## src/rtl/apb_completer.sv

```systemverilog
// APB completer: word-addressed register bank with byte-strobe writes, programmable wait states and error response.
// Optional read-only ID register at index 0 when APB_COMPLETER_ID_REG_EN is defined.
module apb_completer #(
  parameter int unsigned ADDR_WIDTH  = 32,
  parameter int unsigned DATA_WIDTH  = 32,
  parameter int unsigned NUM_REGS    = 16,
  parameter int unsigned WAIT_CYCLES = 0,
  parameter logic [31:0] ID_VALUE    = 32'hA9B0_0001
) (
  input  logic                  pclk,
  input  logic                  preset,
  input  logic                  psel,
  input  logic                  penable,
  input  logic                  pwrite,
  input  logic [ADDR_WIDTH-1:0] paddr,
  input  logic [DATA_WIDTH-1:0] pwdata,
  input  logic [3:0]            pstrb,
  output logic [DATA_WIDTH-1:0] prdata,
  output logic                  pready,
  output logic                  pslverr
);

  localparam int unsigned IDX_W = ADDR_WIDTH - 2;
  localparam int unsigned SEL_W = (NUM_REGS > 1) ? $clog2(NUM_REGS) : 1;
  localparam int unsigned CNT_W = 4;

`ifdef APB_COMPLETER_ID_REG_EN
  localparam bit ID_EN = 1'b1;
`else
  localparam bit ID_EN = 1'b0;
`endif

  localparam logic [1:0] IDLE   = 2'd0;
  localparam logic [1:0] ACCESS = 2'd1;
  localparam logic [1:0] RESP   = 2'd2;

  logic [1:0]            state, state_nxt;
  logic [CNT_W-1:0]      cnt, cnt_nxt;
  logic [ADDR_WIDTH-1:0] cap_addr;
  logic                  cap_write;
  logic [DATA_WIDTH-1:0] cap_wdata;
  logic [3:0]            cap_strb;
  logic                  load_c;
  logic                  wr_en_c;
  logic                  err_c;
  logic                  id_hit_c;
  logic [SEL_W-1:0]      sel_c;
  logic [DATA_WIDTH-1:0] rd_data_c;
  logic                  pready_nxt, pslverr_nxt;
  logic [DATA_WIDTH-1:0] prdata_nxt;
  logic [DATA_WIDTH-1:0] regs [NUM_REGS];

  // Decode of the captured transfer
  always_comb begin
    sel_c     = cap_addr[SEL_W+1:2];
    id_hit_c  = ID_EN && (cap_addr[ADDR_WIDTH-1:2] == '0);
    err_c     = (cap_addr[1:0] != 2'b00)
             || (cap_addr[ADDR_WIDTH-1:2] >= IDX_W'(NUM_REGS))
             || (id_hit_c && cap_write);
    rd_data_c = id_hit_c ? DATA_WIDTH'(ID_VALUE) : regs[sel_c];
  end

  // Next-state and registered-output logic
  always_comb begin
    state_nxt   = state;
    cnt_nxt     = cnt;
    load_c      = 1'b0;
    wr_en_c     = 1'b0;
    pready_nxt  = 1'b0;
    pslverr_nxt = 1'b0;
    prdata_nxt  = '0;
    case (state)
      IDLE: begin
        if (psel && !penable) begin
          load_c    = 1'b1;
          cnt_nxt   = CNT_W'(WAIT_CYCLES);
          state_nxt = ACCESS;
        end
      end
      ACCESS: begin
        if (!psel) begin
          state_nxt   = RESP;
          pready_nxt  = 1'b1;
          pslverr_nxt = 1'b1;
        end else if (penable && (cnt == '0)) begin
          state_nxt  = RESP;
          pready_nxt = 1'b1;
          if (err_c) begin
            pslverr_nxt = 1'b1;
          end else if (cap_write) begin
            wr_en_c = 1'b1;
          end else begin
            prdata_nxt = rd_data_c;
          end
        end else if (penable) begin
          cnt_nxt = cnt - CNT_W'(1);
        end
      end
      RESP: begin
        // A setup seen during the response starts the next transfer directly
        if (psel && !penable) begin
          load_c    = 1'b1;
          cnt_nxt   = CNT_W'(WAIT_CYCLES);
          state_nxt = ACCESS;
        end else begin
          state_nxt = IDLE;
        end
      end
      default: state_nxt = IDLE;
    endcase
  end

  always_ff @(posedge pclk or posedge preset) begin
    if (preset) begin
      state     <= IDLE;
      cnt       <= '0;
      cap_addr  <= '0;
      cap_write <= 1'b0;
      cap_wdata <= '0;
      cap_strb  <= '0;
      pready    <= 1'b0;
      pslverr   <= 1'b0;
      prdata    <= '0;
    end else begin
      state   <= state_nxt;
      cnt     <= cnt_nxt;
      pready  <= pready_nxt;
      pslverr <= pslverr_nxt;
      prdata  <= prdata_nxt;
      if (load_c) begin
        cap_addr  <= paddr;
        cap_write <= pwrite;
        cap_wdata <= pwdata;
        cap_strb  <= pstrb;
      end
    end
  end

  // Register bank with per-lane write strobes
  always_ff @(posedge pclk or posedge preset) begin
    if (preset) begin
      for (int i = 0; i < NUM_REGS; i++) regs[i] <= '0;
    end else if (wr_en_c) begin
      for (int l = 0; l < 4; l++) begin
        if (cap_strb[l]) regs[sel_c][8*l +: 8] <= cap_wdata[8*l +: 8];
      end
    end
  end

endmodule

```

## config.mk

```make
export PLATFORM = sky130hd
export DESIGN_NAME = apb_completer
export DESIGN_NICKNAME = d
export VERILOG_FILES = /design/src/rtl/apb_completer.sv
export SDC_FILE = /design/constraint.sdc
export NUM_CORES = 1
export LEC_CHECK = 0
export BUFFER_PORTS_ARGS = -buffer_cell sky130_fd_sc_hd__buf_2
export CAP_MARGIN = 20
export CORE_ASPECT_RATIO = 1.5
export CORE_UTILIZATION = 50
export DETAILED_ROUTE_END_ITERATION = 10
export GPL_ROUTABILITY_DRIVEN = 0
export GPL_TIMING_DRIVEN = 0
export HOLD_SLACK_MARGIN = 0.1
export PLACE_DENSITY = 0.72
export SLEW_MARGIN = 20
export SYNTH_ARGS = -nofsm -noshare
export SYNTH_HDL_FRONTEND = slang
export SYNTH_SLANG_ARGS = --single-unit
```

## constraint.sdc

```tcl
create_clock -name pclk -period 21.9 [get_ports pclk]
set_input_delay 0 -clock pclk [delete_from_list [all_inputs] [get_ports pclk]]
set_output_delay 0 -clock pclk [all_outputs]
set_load 0.01 [all_outputs]
```

After elaboration in Yosys (flattened, before gate mapping) --
Index checks and enable logic that the tools add are counted.
Word-level totals: input port bits 73, bits in registers 621, logic and storage cells 101
Cells by class: $lt $le $gt $ge 3, reductions and logical operators 12, eq/ne operators 8, bitwise gates (word level) 1, multiplexer cells 51, add/sub/neg operators 1
Operators with widths (count):
- $mux 512 | 7
- $bwmux 512 | 4
- $demux 32 s4 | 4
- $mux 32 | 8
- $bmux 32 s4 | 1
- $ge 30x5->1 const B | 1
- $mux 24 | 1
- $mux 16 | 1
- $mux 4 | 4
- $mux 1 | 15
- $mux 8 | 1
- $ne 2x2->1 const B | 4
- $pmux 4 s2 | 1
- $mux 2 | 3
- $pmux 2 s3 | 1
- $ge 5x5->1 const B | 1
- $lt 5x1->1 const B | 1
- $not 4->5 | 1
- $reduce_and 5->1 | 1
- $logic_not 4->1 | 1
- $reduce_bool 2->1 | 2
- $sub 4x1->4 const B | 1
- $logic_and 1x1->1 | 3
- $ne 3x3->1 const B | 1
- 8 further kinds | 8

Longest topological paths before layout --
depth in word-level cells 16, mapped depth 9, gate-level depth less buffers 6

Worst setup path before layout --
OpenSTA, ideal clock, no wires.
kind reg-to-reg, from register cnt[0], to register regs[0] (netlist name), path buffers 3, library setup time 0.128 ns, required time 21.772 ns, data arrival time 1.952 ns, cell stages (with the launch flop) 10, setup slack 19.821 ns, cell sequence dfrtp_1 -> inv_1 -> ha_1 -> nor3b_2 -> and3_1 -> buf_2 -> buf_6 -> buf_6 -> nand4_4 -> mux2_1
Between the ends: word-level cells in the longest chain between the ends 5
Ends and longest elaborated chain:
- start: declaration | line 38 | logic [CNT_W-1:0] cnt, cnt_nxt;
- start signal: assignment | line 126 | cnt <= cnt_nxt;
- $logic_not 4->1 | line 85 | end else if (penable && (cnt == '0)) begin
- $logic_and 1x1->1 | line 85
- $mux 1 | line 85
- $mux 1 | line 81 | if (!psel) begin
- $mux 1 | line 72 | case (state)
- end signal: indexed assignment | line 145 | if (cap_strb[l]) regs[sel_c][8*l +: 8] <= cap_wdata[8*l +: 8];
- end: declaration | line 51 | logic [DATA_WIDTH-1:0] regs [NUM_REGS];
Every way passes these cells. A chain may end at the register's enable or synchronous reset.

Worst setup path in the final report --
from register cap_addr[5], to register prdata[31]
Between the ends: word-level cells in the longest chain between the ends 9, elaborated cells on any way between the ends 11, those cells by class order compare (1); mux (8); bitwise (1); reduce/logical (1)
Ends and longest elaborated chain:
- start: declaration | line 39 | logic [ADDR_WIDTH-1:0] cap_addr;
- start signal: assignment | line 131 | cap_addr <= paddr;
- parallel branches: the longest is 5 deep, another holds $ge 30x5->1
- $mux 32 (*) | line 88 | if (err_c) begin
- $mux 32 (*) | line 85
- $mux 32 (*) | line 81
- $mux 32 (*) | line 72
- named net prdata_nxt[31] | line 50 | logic [DATA_WIDTH-1:0] prdata_nxt;
- end signal: assignment | line 129 | prdata <= prdata_nxt;
- end: declaration | line 18 | output logic [DATA_WIDTH-1:0] prdata,
Mark *: on every way through the listed nets, which the timed path passes. The select of a mux whose other input is x is not followed.

==> reports/qor.txt <==
SYNTH
----------------------------------------------------------------------------
Post-Synth XOR/XNOR Area                                            0.000617
Adder-Cell Fraction of Synth Area                                   0.000881
Post-synth ARST share                                                   1.00
Area share of and/or/nand/nor cells after synthesis                   0.0682
Cell area after synthesis                                          28400 µm²
Post-synthesis mux area share                                          0.333
Main combinational cell family by area after synthesis          multiplexers
Count of yosys warnings during synthesis                                   0
Synthesized area divided by synthesized cell count                  16.1 µm²
Synthesized flop and latch total                                         621
Count of flip-flops with a built-in enable after synthesis                 0
Net count after synthesis                                               1834
Compound-gate portion of the synthesized area                         0.0234
Seq/Total Area, Yosys                                                  0.547
Synthesized netlist cell count                                          1759
Most instantiated flip-flop cell in the synthesis netlist       sky130_fd_sc_hd__dfrtp_1
Number of distinct library cells after synthesis                          42

ROUTE
----------------------------------------------------------------------------
Final antenna-violating net count                                          0
DR WL/cell                                                           27.0 µm
Drt initial violations                                                  1204
DRC violation count after routing                                          0
TritonRoute pass-1 iters                                                   5
Vias per std cell                                                       6.03
Detailed Route WL                                                   75600 µm
Routed via count                                                       16900

CLOCK TREE
----------------------------------------------------------------------------
H-tree lvl count                                                           2
Root buffer selected by CTS                                     sky130_fd_sc_hd__clkbuf_16
Clock tree buffer depth                                                    3
Clock-pin slew on the worst setup and hold paths                     0.07 ns
CTS tree                                                                 yes
Post-CTS Setup Repair Bufs                                                 0
Worst skew pair latency                                              0.59 ns
Clock Sinks                                                              621
CTS buffer count                                                          56

STA
----------------------------------------------------------------------------
Number of setup violations in the final report                             0
Setup total negative slack                                              0 ns
Fin crit share                                                         0.146
Hold Fails Final Rpt                                                       0
Final setup margin                                                  18.71 ns
Clock period minus final worst setup slack                           3.19 ns
Pin slew with the least headroom to its limit                        1.21 ns
Setup repair after global routing missed its margin                    false
Setup Skew                                                         0.0108 ns
Slew Limit Headroom                                                    0.190
Pins over their slew limit                                                 0
Upper clock frequency limit                                        0.314 GHz

PWR
----------------------------------------------------------------------------
Max VDD drop                                                     0.0000546 V
Static leakage                                                       16.3 nW
Pwr Density                                                      79.0 nW/µm²

SETUP PATH
----------------------------------------------------------------------------
Critical Path Source Type                                          flip-flop
Slowest stage cell, crit path                                   sky130_fd_sc_hd__clkbuf_1
CP Cell Sequence                                                buf_2, clkbuf_1, and2_1, clkbuf_1, clkbuf_1, a22oi_1, a21oi_1
Delay of the slowest cell on the worst path                          0.91 ns
Arrival time at the worst endpoint                                   3.64 ns
Most common cell type on the critical path                      sky130_fd_sc_hd__clkbuf_1
Worst setup EP type                                                flip-flop
Worst setup path category                                       flip-flop to flip-flop
Cell class contributing the biggest share of worst-path delay   buffers and inverters
Number of cells on the worst reg-to-reg path                               7
Register-to-register path setup slack                               18.71 ns
Crit Path Max Fanout                                                      10
Total stage count of the critical path                                     7
Buffer and inverter count on the worst path                                4
Req. time, crit path                                                22.35 ns

DIE
----------------------------------------------------------------------------
Area of the placeable core                                         56000 µm²
Effective utilization at floorplan                                     0.507
Die outline height                                                    294 µm
Floorplan die width                                                   197 µm
Count of boundary I/O pins                                               107
Std cell rows                                                            106
DIE AREA                                                           57800 µm²

FINISH
----------------------------------------------------------------------------
Share of cells above drive strength 1                                  0.357
Layout Area Growth over Synthesis                                      15.2%
Count of fill cells added during filler insertion                       4385
Net total in the final layout                                           2080
Cell area after layout                                             32700 µm²

GRT
----------------------------------------------------------------------------
Number of global-route vias before repair                              18400
Initial antenna violation count                                            2
Global routing usage summed across all routing layers                  0.273
Global route total overflow                                                0
Wire length of the first global-routing pass                       116000 µm
Maximum number of pins on one net before global-route repair             109

PLACE
----------------------------------------------------------------------------
Placement-stage cell area                                          30100 µm²
Place WS                                                            18.89 ns
Half-perimeter wire length of the detailed placement result         50000 µm
Input/output buffers                                                     106

HOLD PATH
----------------------------------------------------------------------------
Cell depth of the worst min-delay path                                     3
Worst hold path type                                            primary input to flip-flop

RUN STATUS
----------------------------------------------------------------------------
Run status                                                      finished clean

RUN
----------------------------------------------------------------------------
Max-cap violation count                                                    0

==> metal layers <==
metal / GRT usage / routed length (µm)
met5: 0 / 0
met4: 0.149 / 4590
met3: 0.0387 / 3530
met2: 0.455 / 37700
met1: 0.345 / 29800
==> tightest hold or removal path, stage by stage <==
cell and delay [ns]:
sky130_fd_sc_hd__dlygate4sd3_1 0.51, sky130_fd_sc_hd__buf_2 0.09, sky130_fd_sc_hd__mux2_2 0.13
==> where the power goes <==
group	internal, mW	switching [mW]	leakage [nW]	total (mW)
registers	1.18	0.0385	8.52	1.22
clock network	0.588	0.426	0.930	1.01
logic	0.110	0.243	6.87	0.354
==> registers in the layout, indices dropped and copies added (netlist names) <==
name       count
pslverr        1
state          2
cap_wdata     32
cnt            4
regs         512
prdata        32
cap_write      1
cap_strb       4
pready         1
cap_addr      32
==> layout by cell type (no fill, tap or decap), types with 5 or more instances in the layout <==
cell and count:
sky130_fd_sc_hd__mux2_4 8, sky130_fd_sc_hd__dlygate4sd3_1 74, sky130_fd_sc_hd__mux2_1 309, sky130_fd_sc_hd__buf_2 151, sky130_fd_sc_hd__buf_8 10, sky130_fd_sc_hd__and4_1 12, sky130_fd_sc_hd__nand3_1 6, sky130_fd_sc_hd__nand2_1 10
sky130_fd_sc_hd__clkbuf_8 16, sky130_fd_sc_hd__a22oi_1 64, sky130_fd_sc_hd__a21oi_1 32, sky130_fd_sc_hd__mux2_2 264, sky130_fd_sc_hd__nand4_4 51, sky130_fd_sc_hd__clkbuf_16 57, sky130_fd_sc_hd__mux4_2 128, sky130_fd_sc_hd__buf_6 10
sky130_fd_sc_hd__nor4_4 6, sky130_fd_sc_hd__clkinv_2 6, sky130_fd_sc_hd__dfrtp_1 621, sky130_fd_sc_hd__nor2_1 66, sky130_fd_sc_hd__clkbuf_1 75, sky130_fd_sc_hd__bufinv_16 5, sky130_fd_sc_hd__buf_16 6
==> synthesized netlist by cell type (2+ instances only) <==
cell	n	area (µm²)
sky130_fd_sc_hd__dfrtp_1	621	15500
sky130_fd_sc_hd__mux2_2	264	2970
sky130_fd_sc_hd__buf_2	44	220
sky130_fd_sc_hd__nor2_1	66	248
sky130_fd_sc_hd__ha_1	2	25.0
sky130_fd_sc_hd__buf_6	8	90.1
sky130_fd_sc_hd__o21ai_0	3	15.0
sky130_fd_sc_hd__nand4bb_1	3	33.8
sky130_fd_sc_hd__mux2_1	309	3480
sky130_fd_sc_hd__mux4_2	128	2880
sky130_fd_sc_hd__clkbuf_1	66	248
sky130_fd_sc_hd__and3_1	2	12.5
sky130_fd_sc_hd__and4_1	12	105
sky130_fd_sc_hd__xor2_1	2	17.5
sky130_fd_sc_hd__nand4_1	3	18.8
sky130_fd_sc_hd__nand4_4	51	1080
sky130_fd_sc_hd__nand4b_1	4	35.0
sky130_fd_sc_hd__buf_8	10	150
sky130_fd_sc_hd__nor2b_1	3	18.8
sky130_fd_sc_hd__or4bb_1	3	33.8
sky130_fd_sc_hd__or4_1	3	22.5
sky130_fd_sc_hd__inv_1	5	18.8
sky130_fd_sc_hd__a22oi_1	64	480
sky130_fd_sc_hd__or4b_1	3	30.0
sky130_fd_sc_hd__nor4_4	6	128
sky130_fd_sc_hd__mux2_4	8	120
sky130_fd_sc_hd__nand3_1	6	30.0
sky130_fd_sc_hd__buf_1	4	15.0
sky130_fd_sc_hd__a21oi_1	32	160
sky130_fd_sc_hd__nand2_1	10	37.5
sky130_fd_sc_hd__nor4_1	2	12.5
sky130_fd_sc_hd__buf_4	2	15.0
==> cell type report <==
cell class              instances  area [µm²]  share of cell area
flip-flops and latches        621       15500               0.475
multi-input cells             999       12100               0.370
clock buffers                  85        1690              0.0517
repair buffers                188        1460              0.0446
well taps                     756         946              0.0289
plain buffers                 134         743              0.0227
clock inverters                13         196             0.00601
inverters                       5        26.3            0.000803
diodes                          1        2.50           0.0000765
==> kinds of logic (layout without fill, tap and decap cells) <==
logic type               Yosys count  in the layout
multiplexers                     709            709
flip-flops                       621            621
AND/OR/NAND/NOR                  186            186
buffers and inverters            139            425
AO/OA/AOI/OAI                    100            100
adder cells (fa/ha/maj)            2              2
XOR/XNOR                           2              2
other                              0              1
==> final timing paths <==
| kind | from | to |
|---|---|---|
| worst max-delay path | cap_addr[5] | prdata[31] |
| worst min-delay path | pwdata[25] | cap_wdata[25] |
| worst max register to register | cap_addr[5] | prdata[31] |
| worst min register to register | regs[140] | regs[140] |
| max in group asynchronous | preset | regs[310] |
| min in group asynchronous | preset | prdata[2] |
==> stage by stage <==
stage                util  hold slack (ns)  cells  total power, mW
global route        0.584            0.173   2802             2.67
finish              0.584            0.183   2802             2.58
detailed placement  0.537          -0.0190   2628             1.58
floorplan               -           0.0991   1759             1.43
global placement    0.534            0.212   2621             1.57
CTS                 0.584            0.158   2800             2.60
==> timing repair <==
item / CTS / global route
setup endpoints to repair: 0 / 0
resized for setup: 0 / 0
hold endpoints to repair: 307 / 0
hold buffers: 74 / 0
Power figures use the tool's default switching activity.
